**src/rtl/pc_redirect_ctrl_pkg.sv**
```systemverilog
// Shared definitions for the fetch-side PC sequencer: FSM encoding,
// instruction size, default vectors and the common PC increment.
package pc_redirect_ctrl_pkg;

  typedef enum logic [1:0] {
    ST_IDLE  = 2'd0,
    ST_FETCH = 2'd1,
    ST_HOLD  = 2'd2,
    ST_DRAIN = 2'd3
  } state_t;

  localparam int unsigned INSN_BYTES   = 4;
  localparam logic [31:0] RESET_PC_DEF = 32'h0000_0000;
  localparam logic [31:0] TRAP_VEC_DEF = 32'h0000_0004;

  // Sequential PC step; wraps modulo 2^32.
  function automatic logic [31:0] pc_add(input logic [31:0] pc);
    return pc + 32'(INSN_BYTES);
  endfunction

endpackage

```
**src/rtl/pc_redirect_ctrl_if.sv**
```systemverilog
// Instruction-memory fetch handshake: request/address out, ack back.
interface pc_redirect_ctrl_if;
  logic        imem_req;
  logic [31:0] imem_addr;
  logic        imem_ack;

  modport master (output imem_req, output imem_addr, input imem_ack);
  modport slave  (input imem_req, input imem_addr, output imem_ack);
endinterface

```
**src/rtl/pc_redirect_ctrl_sat_counter.sv**
```systemverilog
// Saturating event counter: counts inc cycles, sticks at all-ones.
module sat_counter #(
  parameter int CNT_W = 16
) (
  input  logic             clk,
  input  logic             rst,
  input  logic             inc,
  output logic [CNT_W-1:0] count
);

  // Count up on inc unless already saturated.
  always_ff @(posedge clk) begin
    if (rst) begin
      count <= '0;
    end else if (inc && (count != '1)) begin
      count <= count + {{(CNT_W-1){1'b0}}, 1'b1};
    end
  end

endmodule

```
**src/rtl/pc_redirect_ctrl.sv**
```systemverilog
// Fetch PC sequencer: owns the PC, issues fetches over req/ack, applies
// branch-unit redirects, and drains fetches whose response went stale.
module pc_redirect_ctrl
  import pc_redirect_ctrl_pkg::*;
#(
  parameter logic [31:0] RESET_PC = RESET_PC_DEF,
  parameter logic [31:0] TRAP_VEC = TRAP_VEC_DEF,
  parameter int          CNT_W    = 16
) (
  input  logic                 clk,
  input  logic                 rst,
  pc_redirect_ctrl_if.master   imem,
  input  logic                 ex_valid,
  input  logic                 take,
  input  logic [31:0]          dest,
  input  logic                 stall,
  output logic                 fetch_valid,
  output logic [31:0]          fetch_pc,
  output logic                 flush,
  output logic                 misalign,
  output logic [CNT_W-1:0]     redirect_cnt
);

  state_t      state;
  logic [31:0] pc;
  logic [31:0] drain_addr;
  logic [31:0] pc_inc;
  logic [31:0] target;
  logic        redir;
  logic        mis_raw;
  logic        fv_raw;
  logic [CNT_W-1:0] cnt_q;

  assign redir   = ex_valid & take;
  assign mis_raw = redir & (dest[1:0] != 2'b00);
  assign target  = mis_raw ? TRAP_VEC : dest;
  assign pc_inc  = pc_add(pc);

  // Capture strobe: a fresh ack in FETCH, or release of the held response.
  always_comb begin
    fv_raw = 1'b0;
    unique case (state)
      ST_FETCH: fv_raw = imem.imem_ack & ~stall & ~redir;
      ST_HOLD:  fv_raw = ~stall & ~redir;
      default:  fv_raw = 1'b0;
    endcase
  end

  // Outputs are forced to their reset values while rst is high so memory
  // sees the request drop and drops its pending response.
  assign fetch_valid    = fv_raw & ~rst;
  assign flush          = redir & ~rst;
  assign misalign       = mis_raw & ~rst;
  assign imem.imem_req  = ~rst & ((state == ST_FETCH) | (state == ST_DRAIN));
  assign imem.imem_addr = rst ? RESET_PC : ((state == ST_DRAIN) ? drain_addr : pc);
  assign fetch_pc       = rst ? RESET_PC : pc;
  assign redirect_cnt   = rst ? '0 : cnt_q;

  sat_counter #(.CNT_W(CNT_W)) u_cnt (
    .clk   (clk),
    .rst   (rst),
    .inc   (redir),
    .count (cnt_q)
  );

  // PC / fetch FSM; a redirect overrides everything and ignores stall.
  always_ff @(posedge clk) begin
    if (rst) begin
      state <= ST_IDLE;
      pc    <= RESET_PC;
    end else begin
      unique case (state)
        ST_IDLE: begin
          state <= ST_FETCH;
          if (redir) pc <= target;
        end
        ST_FETCH: begin
          if (redir) begin
            pc <= target;
            if (!imem.imem_ack) begin
              drain_addr <= pc;
              state      <= ST_DRAIN;
            end
          end else if (imem.imem_ack) begin
            if (stall) state <= ST_HOLD;
            else       pc    <= pc_inc;
          end
        end
        ST_HOLD: begin
          if (redir) begin
            pc    <= target;
            state <= ST_FETCH;
          end else if (!stall) begin
            pc    <= pc_inc;
            state <= ST_FETCH;
          end
        end
        ST_DRAIN: begin
          if (redir)         pc    <= target;
          if (imem.imem_ack) state <= ST_FETCH;
        end
        default: state <= ST_IDLE;
      endcase
    end
  end

endmodule

```
**src/flat_wrapper.sv**
```systemverilog
// flat-port wrapper written by rule: the top's interface ports become plain ports
module pc_redirect_ctrl_flat import pc_redirect_ctrl_pkg::*;
#(
  parameter logic [31:0] RESET_PC = RESET_PC_DEF,
  parameter logic [31:0] TRAP_VEC = TRAP_VEC_DEF,
  parameter int          CNT_W    = 16
)
  (clk, rst, ex_valid, take, dest, stall, fetch_valid, fetch_pc, flush, misalign, redirect_cnt, imem_imem_req, imem_imem_addr, imem_imem_ack);
  pc_redirect_ctrl_if imem_i ();
  input  logic clk;
  input  logic rst;
  input  logic ex_valid;
  input  logic take;
  input  logic [31:0] dest;
  input  logic stall;
  output logic fetch_valid;
  output logic [31:0] fetch_pc;
  output logic flush;
  output logic misalign;
  output logic [CNT_W-1:0] redirect_cnt;
  output wire logic [$bits(imem_i.imem_req)-1:0] imem_imem_req;
  output wire logic [$bits(imem_i.imem_addr)-1:0] imem_imem_addr;
  input wire logic [$bits(imem_i.imem_ack)-1:0] imem_imem_ack;
  assign imem_imem_req = imem_i.imem_req;
  assign imem_imem_addr = imem_i.imem_addr;
  assign imem_i.imem_ack = imem_imem_ack;
  pc_redirect_ctrl #(.RESET_PC(RESET_PC), .TRAP_VEC(TRAP_VEC), .CNT_W(CNT_W)) u_core (.clk(clk), .rst(rst), .imem(imem_i), .ex_valid(ex_valid), .take(take), .dest(dest), .stall(stall), .fetch_valid(fetch_valid), .fetch_pc(fetch_pc), .flush(flush), .misalign(misalign), .redirect_cnt(redirect_cnt));
endmodule
```
**config.mk**
```make
export PLATFORM = sky130hd
export DESIGN_NAME = pc_redirect_ctrl_flat
export DESIGN_NICKNAME = d
export VERILOG_FILES = /design/src/rtl/pc_redirect_ctrl_pkg.sv /design/src/rtl/pc_redirect_ctrl_if.sv /design/src/rtl/pc_redirect_ctrl_sat_counter.sv /design/src/rtl/pc_redirect_ctrl.sv /design/src/flat_wrapper.sv
export SDC_FILE = /design/constraint.sdc
export NUM_CORES = 1
export LEC_CHECK = 0
export BUFFER_PORTS_ARGS = -buffer_cell sky130_fd_sc_hd__buf_2
export CORE_MARGIN = 4
export CORE_UTILIZATION = 35
export CTS_BUF_LIST = sky130_fd_sc_hd__clkbuf_8
export CTS_CLUSTER_DIAMETER = 80
export DETAILED_ROUTE_END_ITERATION = 12
export GPL_TIMING_DRIVEN = 0
export PLACE_DENSITY = 0.67
export SLEW_MARGIN = 20
export SYNTH_ARGS = -nofsm -noshare
export SYNTH_HDL_FRONTEND = slang
export SYNTH_SLANG_ARGS = --single-unit
```
**constraint.sdc**
```tcl
create_clock -name clk -period 3.65 [get_ports clk]
set_clock_uncertainty 0.15 [all_clocks]
set_input_delay 0.365 -clock clk [delete_from_list [all_inputs] [get_ports clk]]
set_output_delay 0.365 -clock clk [all_outputs]
set_load 0.02 [all_outputs]
```
* Yosys cells after proc, flatten, opt, wreduce, memory -nomap -nowiden
Cells that the tools add are included.
Widths: inputs -> output; s select.
** Word-level totals
- Bits in registers :: 82
- Input bits :: 38
- Output and inout port bits :: 84
- Word-level logic and storage cells :: 57
** Cells by class
- $add $sub $neg :: 2
- Eq/ne operators :: 10
- Multiplexer cells :: 20
- Bitwise logic cells :: 14
- Reductions and logical operators :: 7
** Operators by type and width (count)
- $mux 32 :: 9
- $pmux 32 s3 :: 1
- $add 32x3->32 const B :: 1
- $add 16x1->16 const B :: 1
- $mux 16 :: 1
- $ne 16x16->1 const B :: 1
- $mux 2 :: 7
- $and 1x1->1 :: 9
- $ne 3x2->1 const B :: 3
- $pmux 2 s4 :: 1
- $reduce_and 5->1 :: 1
- $eq 2x2->1 const B :: 2
- $not 1->1 :: 4
- $reduce_and 4->1 :: 1
- $ne 3x3->1 const B :: 1
- $eq 2x1->1 const B :: 1
- $logic_not 2->1 :: 1
- $ne 2x1->1 const B :: 1
- $ne 2x2->1 const B :: 1
- $pmux 1 s2 :: 1
- $reduce_and 2->1 :: 1
- $reduce_bool 2->1 :: 1
- $reduce_or 2->1 :: 1
- $logic_and 1x1->1 :: 1
- $or 1x1->1 :: 1

* Longest topological paths before layout
Gate-level depths: netlist of run 1.
- Depth in word-level cells :: 5
- Depth in mapped cells :: 8
- Mapped depth without buffers :: 7

* By module
Synthesis of run 1 repeated with hierarchy kept, for this count alone.
** Second synthesis, totals
- Cell total of the unflattened synthesis :: 550
- Area total of the unflattened synthesis :: 4764.6 µm²
** Modules (own cells, without submodules)
- pc_redirect_ctrl :: times used 1, cells an instance 451, area each 3916.3 µm², sequential area each 1641.6 µm²
- sat_counter :: times used 1, cells an instance 99, area each 848.3 µm², sequential area each 320.3 µm²

* Least setup slack after synthesis of run 1
No wires, ideal clock.
- Kind :: in2reg
- From :: input rst
- To :: register u_core.drain_addr[0], enable pin
- Library setup time :: 0.461 ns
- Arrival time :: 3.184 ns
- Data required time :: 3.039 ns
- Slack :: -0.145 ns
- Cell stages on the path :: 4
- Path buffers :: 3
- Cell sequence :: clkbuf_1 > clkbuf_1 > clkbuf_1 > nor3_1
** On the way
- Word-level cells in the longest chain between the ends :: 2
** RTL lines
- start: declaration :: RTL line flat_wrapper.sv:11 : input logic rst;
- $not 1->1
- $reduce_and 4->1 (no line)
- end signal: assignment :: RTL line pc_redirect_ctrl.sv:81 : drain_addr <= pc;
- end: declaration :: RTL line pc_redirect_ctrl.sv:26 : logic [31:0] drain_addr;
Every way passes these cells.
A chain may end at the register's enable or synchronous reset.

* Final worst setup path of run 1
- From :: register u_core.state[0]
- To :: output imem_imem_addr[29]
** On the way
- Word-level cells in the longest chain between the ends :: 3
** RTL lines
- start: declaration :: RTL line pc_redirect_ctrl.sv:24 : state_t state;
- start signal: assignment :: RTL line pc_redirect_ctrl.sv:69 : state <= ST_IDLE;
- start signal: assignment :: RTL line pc_redirect_ctrl.sv:74 : state <= ST_FETCH;
- start signal: assignment :: RTL line pc_redirect_ctrl.sv:82 : state <= ST_DRAIN;
- $eq 2x2->1 :: RTL line pc_redirect_ctrl.sv:55 : assign imem.imem_addr = rst ? RESET_PC : ((state == ST_DRAIN) ? drain_addr : pc);
- $mux 32 (2 in series) :: RTL line pc_redirect_ctrl.sv:55
- end: declaration :: RTL line flat_wrapper.sv:22 : output wire logic [$bits(imem_i.imem_addr)-1:0] imem_imem_addr;
Every way passes these cells.

==> impl_metrics.xml, run 1 <==
<?xml version="1.0" encoding="UTF-8"?>
<metrics>
  <group name="status">
    <metric name="status" unit="">finished clean</metric>
  </group>
  <group name="timing">
    <metric name="final-max-slew-violation-count" unit="">0</metric>
    <metric name="layout_worst_path_cycle_share" unit="%">83.8</metric>
    <metric name="worst_slew_pin_slew" unit="ns">0.846</metric>
    <metric name="post-route-worst-setup-slack" unit="ns">0.592</metric>
    <metric name="final.min_clock_period" unit="ns">3.06</metric>
    <metric name="report.final.setup_viol" unit="">0</metric>
    <metric name="final_hold_viol_count" unit="">0</metric>
    <metric name="fmax" unit="MHz">327</metric>
    <metric name="max-slew-margin-rel" unit="%">43.2</metric>
    <metric name="rsz0062_at_grt" unit="">false</metric>
  </group>
  <group name="clock_network">
    <metric name="clock-root-buffer" unit="">sky130_fd_sc_hd__clkbuf_8</metric>
    <metric name="cts.htree.levels" unit="">3</metric>
    <metric name="cts_post_setup_buffers_inserted" unit="">0</metric>
    <metric name="cts_buffers" unit="">9</metric>
    <metric name="clock_network_latency_to_the_later_pin_of_the_worst_skew_pair" unit="ns">0.36</metric>
    <metric name="path_clk_slew" unit="ns">0.08</metric>
    <metric name="cts_resized" unit="">0</metric>
    <metric name="ctsLongestPathBuffers" unit="">2</metric>
    <metric name="numClockSinks" unit="">82</metric>
    <metric name="cts_tree" unit="">yes</metric>
    <metric name="cts_stage_hold_buffer_count" unit="">0</metric>
  </group>
  <group name="yosys">
    <metric name="synth-edff-count" unit="">32</metric>
    <metric name="yosysSeqAreaShare" unit="%">42.6</metric>
    <metric name="synth.ff_latch_count" unit="">82</metric>
    <metric name="syn-instance-count" unit="">527</metric>
    <metric name="post_synth_instance_area" unit="µm²">4600</metric>
    <metric name="yosysWarnings" unit="">0</metric>
    <metric name="synthFlopType" unit="">sky130_fd_sc_hd__dfxtp_1</metric>
    <metric name="post_synth_arst_share" unit="%">0</metric>
    <metric name="synth_cell_type_count" unit="">53</metric>
    <metric name="post_synth.cell_area_avg" unit="µm²">8.73</metric>
    <metric name="synth_nets" unit="">570</metric>
  </group>
  <group name="grt">
    <metric name="met1_usage" unit="%">26.0</metric>
    <metric name="grt_util_met3" unit="%">4.65</metric>
    <metric name="global_route_met2_usage" unit="%">29.7</metric>
    <metric name="antenna_found_initial" unit="">2</metric>
    <metric name="first_global_vias" unit="">4223</metric>
    <metric name="globalRoute.busiestLayer" unit="">met2</metric>
    <metric name="grt_max_degree" unit="">18</metric>
    <metric name="global_route.usage.total" unit="%">19.1</metric>
    <metric name="grt_total_ovfl" unit="">0</metric>
    <metric name="grt_first_pass_wirelength" unit="mm">22.4</metric>
  </group>
  <group name="worst_setup_path">
    <metric name="critical_path_start_end_classification" unit="">flop to primary output</metric>
    <metric name="worst_ep_arrival_time" unit="ns">2.54</metric>
    <metric name="setup.worst_path.start_class" unit="">flop</metric>
    <metric name="critical_path.max_fanout" unit="">10</metric>
    <metric name="crit_required" unit="ns">3.13</metric>
    <metric name="crit_path_capture_type" unit="">primary output</metric>
  </group>
  <group name="layout">
    <metric name="layout_common_cells" unit="">sky130_fd_sc_hd__buf_2 (123), sky130_fd_sc_hd__nor2_1 (78), sky130_fd_sc_hd__dfxtp_1 (50), sky130_fd_sc_hd__nor2b_1 (43)</metric>
    <metric name="final_common_cell" unit="">sky130_fd_sc_hd__buf_2</metric>
    <metric name="layout.nets" unit="">703</metric>
    <metric name="drive_above_1_share" unit="%">22.0</metric>
    <metric name="synthToLayoutAreaGrowth" unit="%">23.2</metric>
    <metric name="postLayoutCoreUtil" unit="%">44.5</metric>
    <metric name="n_antenna_cell" unit="">0</metric>
  </group>
  <group name="flow_run">
    <metric name="max_cap_violations" unit="">0</metric>
  </group>
  <group name="floorplan">
    <metric name="io-pin-count" unit="">122</metric>
    <metric name="initial_utilization" unit="%">36.2</metric>
    <metric name="placeableCoreArea" unit="µm²">12700</metric>
    <metric name="number_of_rows_in_the_core_area" unit="">41</metric>
    <metric name="die_width" unit="µm">123</metric>
    <metric name="die_h" unit="µm">123</metric>
    <metric name="die_area" unit="µm²">15000</metric>
  </group>
  <group name="detailed_routing">
    <metric name="wl_per_cell" unit="µm">17.3</metric>
    <metric name="drt-total-wl" unit="mm">14.5</metric>
    <metric name="final_antenna_net_count" unit="">0</metric>
    <metric name="post-route-drc-count" unit="">0</metric>
    <metric name="detailedRoute.firstPassIterationCount" unit="">5</metric>
    <metric name="routed_via_density" unit="">5.43</metric>
    <metric name="route.vias.total" unit="">4549</metric>
    <metric name="drt_iter0_drc" unit="">437</metric>
  </group>
  <group name="place">
    <metric name="place.port_buffers" unit="">120</metric>
    <metric name="gpl.final_weighted_congestion" unit="">0.879</metric>
    <metric name="preCtsSetupSlack" unit="ns">0.937</metric>
    <metric name="hpwl" unit="mm">10.8</metric>
  </group>
  <group name="min_path">
    <metric name="timing.hold.worst.class" unit="">input pin to flop</metric>
  </group>
  <group name="pwr">
    <metric name="irDropWorstVdd" unit="µV">149</metric>
    <metric name="power_density" unit="nW/µm²">408</metric>
    <metric name="leakage_power" unit="nW">2.22</metric>
  </group>
</metrics>
[stage by stage]
stage | total power, W | instances | area (µm²) | setup TNS, ns | hold slack (ns)
floorplan | 0.00142 | 527 | 4610 | 0 | 0.253
global placement | 0.00159 | 819 | 5420 | -2.85 | 0.257
detailed placement | 0.00160 | 821 | 5450 | 0 | 0.270
CTS | 0.00231 | 837 | 5670 | 0 | 0.0776
finish | 0.00231 | 837 | 5670 | 0 | 0.0917
global route | 0.00242 | 837 | 5670 | 0 | 0.103
[worst max-delay path, stage by stage (launching register included)]
cell and delay (ns):
sky130_fd_sc_hd__dfxtp_1 0.39, sky130_fd_sc_hd__ha_1 0.16, sky130_fd_sc_hd__clkbuf_1 0.47, sky130_fd_sc_hd__buf_1 0.66
sky130_fd_sc_hd__mux2i_1 0.27, sky130_fd_sc_hd__nor2_1 0.06, sky130_fd_sc_hd__buf_2 0.18
[routing by layer]
layer / vias to the layer above / wire length (µm)
met3: 30 / 1190
met5: - / 22
met4: 4 / 311
li1: 2171 / -
met2: 208 / 6620
met1: 2136 / 6350
[path summary, 6_finish.rpt]
path	slack, ns	from	depth (start not counted)	endpoint
max	0.59	u_core.state[0]	6	imem_imem_addr[29]
min	0.09	dest[19]	3	u_core.pc[19]
max reg2reg	0.97	u_core.state[0]	7	u_core.pc[9]
min reg2reg	0.29	u_core.pc[18]	0	u_core.drain_addr[18]
[synthesized netlist by cell type, types with 4 or more instances]
library cell / instances / area share (%)
sky130_fd_sc_hd__a21oi_1: 27 / 2.9
sky130_fd_sc_hd__clkbuf_1: 30 / 2.4
sky130_fd_sc_hd__or3_1: 4 / 0.54
sky130_fd_sc_hd__and4_1: 5 / 0.95
sky130_fd_sc_hd__nor4_1: 5 / 0.68
sky130_fd_sc_hd__nand2_1: 30 / 2.4
sky130_fd_sc_hd__xor2_1: 9 / 1.7
sky130_fd_sc_hd__edfxtp_1: 32 / 21
sky130_fd_sc_hd__and3_1: 7 / 0.95
sky130_fd_sc_hd__o22ai_1: 5 / 0.68
sky130_fd_sc_hd__o21ai_0: 20 / 2.2
sky130_fd_sc_hd__a311oi_1: 4 / 0.76
sky130_fd_sc_hd__a22oi_1: 7 / 1.1
sky130_fd_sc_hd__inv_1: 10 / 0.82
sky130_fd_sc_hd__o21ai_1: 6 / 0.65
sky130_fd_sc_hd__nor2b_1: 43 / 5.8
sky130_fd_sc_hd__or4_1: 4 / 0.65
sky130_fd_sc_hd__nand4_1: 15 / 2.0
sky130_fd_sc_hd__dfxtp_1: 50 / 22
sky130_fd_sc_hd__nor3_1: 17 / 1.8
sky130_fd_sc_hd__o32ai_1: 5 / 0.95
sky130_fd_sc_hd__xnor2_1: 7 / 1.3
sky130_fd_sc_hd__a31oi_1: 7 / 0.95
sky130_fd_sc_hd__nor2_1: 78 / 6.4
sky130_fd_sc_hd__and2_1: 8 / 1.1
sky130_fd_sc_hd__mux2i_1: 32 / 7.0
sky130_fd_sc_hd__ha_1: 5 / 1.4
sky130_fd_sc_hd__nand3_1: 14 / 1.5
[power breakdown]
part,switching [W],internal (W)
clock,0.000324,0.000395
combinational,0.000349,0.000183
sequential,0.0000637,0.000995
total,0.000737,0.00157
[area by class of cell]
type                            count  area (µm²)
Timing Repair Buffer              122         627
Sequential cell                    82        1960
Multi-Input combinational cell    400        2480
Clock inverter                      6        75.1
Fill cell                        1286        7060
Inverter                           10        37.5
Tap cell                          172         215
Buffer                             35         135
Clock buffer                       10         138
[sequential cells by signal, summed over array words and instances (netlist names)]
register	cells
u_core.drain_addr	32
u_core.pc	32
u_core.state	2
u_core.u_cnt.count	16
[cell families after synthesis]
kind of cell,count (synthesis),synth area share (%)
buffers and inverters,45,3.75
multiplexers,32,6.96
XOR/XNOR,16,3.05
AO/OA/AOI/OAI,95,12.9
flip-flops,82,42.6
adder cells (fa/ha/maj),5,1.36
AND/OR/NAND/NOR,252,29.4
(Power assumes the default switching activity.)
==> run 2: changes to the inputs <==
Settings changed: PLACE_DENSITY 0.67 to 0.65.
Clock period 3.65 ns to 3 ns, I/O delays scaled along.
==> impl_metrics.xml, run 2 (same netlist as run 1, synthesis figures left out) <==
<?xml version="1.0" encoding="UTF-8"?>
<metrics>
  <group name="place">
    <metric name="gpl.final_weighted_congestion" unit="">0.925</metric>
    <metric name="hpwl" unit="mm">10.8</metric>
    <metric name="total_placed_instance_area" unit="µm²">5460</metric>
    <metric name="place.port_buffers" unit="">120</metric>
  </group>
  <group name="pwr">
    <metric name="irDropWorstVdd" unit="µV">176</metric>
    <metric name="power_frac_seq" unit="%">46.4</metric>
    <metric name="combPwrFrac" unit="%">23.3</metric>
    <metric name="leakage_power" unit="nW">2.21</metric>
    <metric name="power_density" unit="nW/µm²">490</metric>
    <metric name="p_int" unit="W">0.00186</metric>
    <metric name="clock_power_share" unit="%">30.3</metric>
    <metric name="switching_power_share_of_the_total" unit="%">33.0</metric>
    <metric name="switchingPower" unit="W">0.000916</metric>
  </group>
  <group name="clock_network">
    <metric name="numClockSinks" unit="">82</metric>
    <metric name="cts_stage_hold_buffer_count" unit="">0</metric>
    <metric name="clock_network_latency_to_the_later_pin_of_the_worst_skew_pair" unit="ns">0.37</metric>
    <metric name="cts.htree.levels" unit="">3</metric>
    <metric name="ctsLongestPathBuffers" unit="">2</metric>
    <metric name="cts_tree" unit="">yes</metric>
    <metric name="clock-root-buffer" unit="">sky130_fd_sc_hd__clkbuf_8</metric>
    <metric name="cts_post_setup_buffers_inserted" unit="">0</metric>
    <metric name="path_clk_slew" unit="ns">0.08</metric>
    <metric name="cts_buffers" unit="">9</metric>
  </group>
  <group name="flow_run">
    <metric name="max_cap_violations" unit="">0</metric>
  </group>
  <group name="timing">
    <metric name="layout_worst_path_cycle_share" unit="%">98.8</metric>
    <metric name="final.min_clock_period" unit="ns">2.96</metric>
    <metric name="report.final.setup_viol" unit="">0</metric>
    <metric name="fmax" unit="MHz">337</metric>
    <metric name="rsz0062_at_grt" unit="">true</metric>
    <metric name="fin_tns_setup" unit="ns">0</metric>
    <metric name="worst_slew_pin_slew" unit="ns">0.910</metric>
    <metric name="final-max-slew-violation-count" unit="">0</metric>
    <metric name="final_hold_viol_count" unit="">0</metric>
    <metric name="max-slew-margin-rel" unit="%">38.9</metric>
  </group>
  <group name="detailed_routing">
    <metric name="drt_iter0_drc" unit="">339</metric>
    <metric name="wl_per_cell" unit="µm">17.2</metric>
    <metric name="routed_via_density" unit="">5.42</metric>
    <metric name="post-route-drc-count" unit="">0</metric>
    <metric name="final_antenna_net_count" unit="">0</metric>
    <metric name="drt-total-wl" unit="mm">14.4</metric>
    <metric name="detailedRoute.firstPassIterationCount" unit="">4</metric>
    <metric name="route.vias.total" unit="">4535</metric>
  </group>
  <group name="worst_setup_path">
    <metric name="critical_path_cell_count" unit="">6</metric>
    <metric name="cp_slowest_stage_delay" unit="ns">0.61</metric>
    <metric name="critical_path.reg2reg.startpoint" unit="">u_core.state[0]</metric>
    <metric name="regToRegEndpoint" unit="">u_core.pc[8]</metric>
    <metric name="critical_path.max_fanout" unit="">10</metric>
    <metric name="crit_end" unit="">imem_imem_addr[3]</metric>
    <metric name="rrSetupSlack" unit="ns">0.31</metric>
    <metric name="cpLargestDelayFamily" unit="">buffers and inverters</metric>
    <metric name="crit_buf_inv" unit="">3</metric>
    <metric name="cpMostUsedCell" unit="">sky130_fd_sc_hd__clkbuf_1</metric>
    <metric name="cp_slowest_cell" unit="">sky130_fd_sc_hd__clkbuf_1</metric>
    <metric name="crit_path_capture_type" unit="">primary output</metric>
    <metric name="crit_required" unit="ns">2.55</metric>
    <metric name="setup.worst_path.start_class" unit="">flop</metric>
    <metric name="crit_path_start" unit="">u_core.state[1]</metric>
    <metric name="critical_path_start_end_classification" unit="">flop to primary output</metric>
    <metric name="worst_ep_arrival_time" unit="ns">2.51</metric>
    <metric name="reg2regPathDepth" unit="">7</metric>
    <metric name="crit_path_cell_chain" unit="">ha_1, clkbuf_1, clkbuf_1, mux2i_1, nor2_1, buf_2</metric>
  </group>
  <group name="layout">
    <metric name="layout_common_cells" unit="">sky130_fd_sc_hd__buf_2 (124), sky130_fd_sc_hd__nor2_1 (78), sky130_fd_sc_hd__dfxtp_1 (50), sky130_fd_sc_hd__nor2b_1 (43)</metric>
    <metric name="layout.nets" unit="">703</metric>
    <metric name="n_antenna_cell" unit="">0</metric>
    <metric name="drive_above_1_share" unit="%">22.6</metric>
    <metric name="postLayoutCoreUtil" unit="%">44.5</metric>
    <metric name="final_area" unit="µm²">5660</metric>
    <metric name="top_regs" unit="">u_core.drain_addr x32, u_core.pc x32, u_core.u_cnt.count x16</metric>
    <metric name="final_common_cell" unit="">sky130_fd_sc_hd__buf_2</metric>
    <metric name="synthToLayoutAreaGrowth" unit="%">23.1</metric>
  </group>
  <group name="grt">
    <metric name="first_global_vias" unit="">4278</metric>
    <metric name="global_route.usage.total" unit="%">18.9</metric>
    <metric name="grt_first_pass_wirelength" unit="mm">22.1</metric>
    <metric name="grt_total_ovfl" unit="">0</metric>
    <metric name="grt_max_degree" unit="">17</metric>
    <metric name="antenna_found_initial" unit="">1</metric>
  </group>
  <group name="status">
    <metric name="status" unit="">finished clean</metric>
  </group>
  <group name="floorplan">
    <metric name="initial_utilization" unit="%">36.2</metric>
    <metric name="number_of_rows_in_the_core_area" unit="">41</metric>
    <metric name="die_h" unit="µm">123</metric>
    <metric name="placeableCoreArea" unit="µm²">12700</metric>
    <metric name="die_area" unit="µm²">15000</metric>
    <metric name="io-pin-count" unit="">122</metric>
    <metric name="die_width" unit="µm">123</metric>
  </group>
  <group name="min_path">
    <metric name="timing.hold.worst.class" unit="">input pin to flop</metric>
  </group>
</metrics>
-- run 2: cell count changes in the layout (fill, tap and decap cells not counted) --
cell | before | now
sky130_fd_sc_hd__clkbuf_8 | 10 | 11
sky130_fd_sc_hd__clkinvlp_4 | 0 | 2
sky130_fd_sc_hd__buf_8 | 1 | 2
sky130_fd_sc_hd__buf_1 | 2 | 1
sky130_fd_sc_hd__buf_2 | 123 | 124
sky130_fd_sc_hd__buf_6 | 1 | 0
sky130_fd_sc_hd__inv_1 | 14 | 11
sky130_fd_sc_hd__clkinv_2 | 0 | 1
sky130_fd_sc_hd__bufinv_16 | 2 | 1
-- run 2: what timing repair did --
item	4_1_cts	5_1_grt
endpoints found under the hold margin	0	0
gates resized for setup	1	0
endpoints found under the setup margin	10	20
-- run 2: layout make-up --
class                      instances  area (µm²)
tap                              172         215
inverter                          10        37.5
clock buffer                      11         151
timing repair buffer             122         631
clock inverter                     5        53.8
buffer                            35         136
multi-input combinational        400        2480
fill                            1294        7060
sequential                        82        1960
-- run 2: through the flow --
stage / total power [W] / hold slack, ns / setup slack (ns) / std cells
global route: 0.00289 / 0.0329 / -0.155 / 837
floorplan: 0.00172 / 0.253 / 0.239 / 527
finish: 0.00277 / 0.0313 / 0.0364 / 837
CTS: 0.00278 / 0.0190 / 0.0173 / 837
global placement: 0.00193 / 0.257 / -0.726 / 819
detailed placement: 0.00195 / 0.262 / 0.340 / 821
-- run 2: worst min-delay path by stage --
stage                     slack (ns)           from  depth (start not counted)                    end
after floorplan                 0.25   u_core.pc[6]                          0   u_core.drain_addr[6]
after global placement          0.26  u_core.pc[18]                          0  u_core.drain_addr[18]
after detailed placement        0.26   u_core.pc[6]                          0   u_core.drain_addr[6]
after CTS                       0.02       dest[21]                          3          u_core.pc[21]
after global routing            0.03       dest[21]                          3          u_core.pc[21]
final                           0.03       dest[19]                          3          u_core.pc[19]
-- run 2: tightest hold or removal path, cell delays in order --
cell and delay, ns:
sky130_fd_sc_hd__buf_2 0.09, sky130_fd_sc_hd__nand2_1 0.04, sky130_fd_sc_hd__o21ai_1 0.07
-- run 2: per-layer routing --
metal	track usage (%)	wire length, µm	vias to the layer above
li1	-	-	2164
met4	7.56	375	2
met1	26.0	6380	2107
met3	4.42	1310	34
met5	0	7	-
met2	28.8	6350	228
-- run 2: power by group through the flow --
stage | clock network [W] | registers, W | logic [W]
after floorplan | 0 | 0.00129 | 0.000436
after global placement | 0 | 0.00131 | 0.000626
after detailed placement | 0 | 0.00131 | 0.000642
after CTS | 0.000847 | 0.00129 | 0.000645
after global routing | 0.000886 | 0.00130 | 0.000706
final | 0.000842 | 0.00129 | 0.000645
==> run 3: changes to the inputs <==
Settings changed: HOLD_SLACK_MARGIN from default to 0.1.
==> impl_metrics.xml, run 3 (same netlist as run 1, synthesis figures left out) <==
<?xml version="1.0" encoding="UTF-8"?>
<metrics>
  <group name="grt">
    <metric name="grt_first_pass_wirelength" unit="mm">22.4</metric>
    <metric name="grt_max_degree" unit="">17</metric>
    <metric name="grt_total_ovfl" unit="">0</metric>
    <metric name="global_route.usage.total" unit="%">19.2</metric>
    <metric name="antenna_found_initial" unit="">1</metric>
    <metric name="first_global_vias" unit="">4354</metric>
  </group>
  <group name="detailed_routing">
    <metric name="post-route-drc-count" unit="">0</metric>
    <metric name="wl_per_cell" unit="µm">17.2</metric>
    <metric name="drt_iter0_drc" unit="">319</metric>
    <metric name="routed_via_density" unit="">5.36</metric>
    <metric name="detailedRoute.firstPassIterationCount" unit="">6</metric>
    <metric name="final_antenna_net_count" unit="">0</metric>
    <metric name="route.vias.total" unit="">4554</metric>
    <metric name="drt-total-wl" unit="mm">14.6</metric>
  </group>
  <group name="worst_setup_path">
    <metric name="critical_path_start_end_classification" unit="">flop to primary output</metric>
    <metric name="critical_path.max_fanout" unit="">10</metric>
    <metric name="rrSetupSlack" unit="ns">0.33</metric>
    <metric name="regToRegEndpoint" unit="">u_core.pc[8]</metric>
    <metric name="cpMostUsedCell" unit="">sky130_fd_sc_hd__clkbuf_1</metric>
    <metric name="crit_path_capture_type" unit="">primary output</metric>
    <metric name="critical_path.reg2reg.startpoint" unit="">u_core.state[0]</metric>
    <metric name="crit_required" unit="ns">2.55</metric>
    <metric name="crit_path_cell_chain" unit="">ha_1, clkbuf_1, clkbuf_1, mux2i_1, nor2_1, buf_2</metric>
    <metric name="cp_slowest_stage_delay" unit="ns">0.62</metric>
    <metric name="setup.worst_path.start_class" unit="">flop</metric>
    <metric name="worst_ep_arrival_time" unit="ns">2.52</metric>
    <metric name="reg2regPathDepth" unit="">7</metric>
    <metric name="cp_slowest_cell" unit="">sky130_fd_sc_hd__clkbuf_1</metric>
  </group>
  <group name="timing">
    <metric name="final-max-slew-violation-count" unit="">0</metric>
    <metric name="fin_tns_setup" unit="ns">0</metric>
    <metric name="worst_slew_pin_slew" unit="ns">0.891</metric>
    <metric name="final.min_clock_period" unit="ns">2.97</metric>
    <metric name="rsz0062_at_grt" unit="">true</metric>
    <metric name="layout_worst_path_cycle_share" unit="%">99.2</metric>
    <metric name="post-route-worst-setup-slack" unit="ns">0.0254</metric>
    <metric name="report.final.setup_viol" unit="">0</metric>
    <metric name="final_hold_viol_count" unit="">0</metric>
    <metric name="fmax" unit="MHz">336</metric>
    <metric name="max-slew-margin-rel" unit="%">40.1</metric>
  </group>
  <group name="pwr">
    <metric name="irDropWorstVdd" unit="µV">174</metric>
    <metric name="power_density" unit="nW/µm²">480</metric>
    <metric name="leakage_power" unit="nW">2.27</metric>
  </group>
  <group name="layout">
    <metric name="top_regs" unit="">u_core.drain_addr x32, u_core.pc x32, u_core.u_cnt.count x16</metric>
    <metric name="final_area" unit="µm²">5790</metric>
    <metric name="drive_above_1_share" unit="%">22.1</metric>
    <metric name="instances_no_fill" unit="">850</metric>
    <metric name="register_area" unit="µm²">1960</metric>
    <metric name="fillCellCount" unit="">1278</metric>
    <metric name="layout_common_cells" unit="">sky130_fd_sc_hd__buf_2 (124), sky130_fd_sc_hd__nor2_1 (78), sky130_fd_sc_hd__dfxtp_1 (50), sky130_fd_sc_hd__nor2b_1 (43)</metric>
    <metric name="layout.nets" unit="">716</metric>
    <metric name="multi_input_comb_area" unit="µm²">2480</metric>
    <metric name="synthToLayoutAreaGrowth" unit="%">25.9</metric>
    <metric name="n_antenna_cell" unit="">0</metric>
    <metric name="final_common_cell" unit="">sky130_fd_sc_hd__buf_2</metric>
  </group>
  <group name="place">
    <metric name="hpwl" unit="mm">10.8</metric>
    <metric name="total_placed_instance_area" unit="µm²">5460</metric>
    <metric name="preCtsSetupSlack" unit="ns">0.340</metric>
    <metric name="gpl.final_weighted_congestion" unit="">0.925</metric>
    <metric name="dp.cells" unit="">821</metric>
    <metric name="place.port_buffers" unit="">120</metric>
  </group>
  <group name="min_path">
    <metric name="timing.hold.worst.class" unit="">input pin to flop</metric>
    <metric name="min_delay_startpoint" unit="">dest[18]</metric>
    <metric name="hold_path_depth" unit="">3</metric>
    <metric name="min_to" unit="">u_core.pc[18]</metric>
  </group>
  <group name="clock_network">
    <metric name="clock-root-buffer" unit="">sky130_fd_sc_hd__clkbuf_8</metric>
    <metric name="clock_network_latency_to_the_later_pin_of_the_worst_skew_pair" unit="ns">0.36</metric>
    <metric name="path_clk_slew" unit="ns">0.08</metric>
    <metric name="cts_tree" unit="">yes</metric>
    <metric name="cts_buffers" unit="">9</metric>
    <metric name="cts.htree.levels" unit="">3</metric>
    <metric name="cts_post_setup_buffers_inserted" unit="">0</metric>
    <metric name="ctsLongestPathBuffers" unit="">2</metric>
    <metric name="numClockSinks" unit="">82</metric>
  </group>
  <group name="floorplan">
    <metric name="placeableCoreArea" unit="µm²">12700</metric>
    <metric name="number_of_rows_in_the_core_area" unit="">41</metric>
    <metric name="die_width" unit="µm">123</metric>
    <metric name="io-pin-count" unit="">122</metric>
    <metric name="initial_utilization" unit="%">36.2</metric>
    <metric name="die_h" unit="µm">123</metric>
    <metric name="die_area" unit="µm²">15000</metric>
  </group>
  <group name="flow_run">
    <metric name="max_cap_violations" unit="">0</metric>
  </group>
  <group name="status">
    <metric name="status" unit="">finished clean</metric>
  </group>
</metrics>
[run 3: worst max-delay path by stage]
stage	cells past startpoint	end	slack (ns)	startpoint
final	6	imem_imem_addr[3]	0.03	u_core.state[1]
after global routing	6	imem_imem_addr[4]	-0.15	u_core.state[1]
after CTS	6	imem_imem_addr[17]	0.02	u_core.state[1]
after detailed placement	6	imem_imem_addr[28]	0.34	u_core.state[0]
after global placement	4	u_core.drain_addr[12]	-0.73	rst
after floorplan	4	u_core.drain_addr[0]	0.24	rst
[run 3: cell type report]
| class | instances | share of cell area [%] |
|---|---|---|
| Clock inverter | 5 | 0.929 |
| Sequential cell | 82 | 33.9 |
| Clock buffer | 11 | 2.61 |
| Multi-Input combinational cell | 400 | 42.8 |
| Tap cell | 172 | 3.71 |
| Inverter | 10 | 0.648 |
| Timing Repair Buffer | 135 | 13.1 |
| Buffer | 35 | 2.35 |
[run 3: metal layers]
| layer | part of all wire (%) | wire [µm] | track usage (%) |
|---|---|---|---|
| met2 | 45 | 6580 | 29.5 |
| met5 | 0.048 | 7 | 0 |
| met1 | 44 | 6470 | 26.2 |
| met3 | 8.5 | 1240 | 4.29 |
| met4 | 2.2 | 318 | 7.56 |
[run 3: through the flow]
stage	hold WS, ns	power (W)	util, %
3_3_place_gp	0.257	0.00193	42.6
2_1_floorplan	0.253	0.00172	-
6_report	0.106	0.00278	45.5
5_1_grt	0.110	0.00290	45.5
3_5_place_dp	0.262	0.00195	42.9
4_1_cts	0.102	0.00279	45.5
[run 3: where the power goes]
| part | total [W] | switching (W) | internal, W |
|---|---|---|---|
| sequential | 0.00129 | 0.0000774 | 0.00121 |
| combinational | 0.000659 | 0.000426 | 0.000233 |
| clock | 0.000837 | 0.000411 | 0.000426 |
[run 3: critical path, delay by kind of cell, from the launching register on]
kind | cells | cell delay, ns
mux | 1 | 0.27
flops | 1 | 0.40
fa+ha+maj | 1 | 0.17
buf+inv | 3 | 1.27
simple gates | 1 | 0.05
[run 3: what timing repair did]
item,in CTS,in global routing
hold endpoints to repair,13,0
gates resized for setup,1,0
hold buffers,13,0
setup endpoints to repair,10,20
cloned,0,0
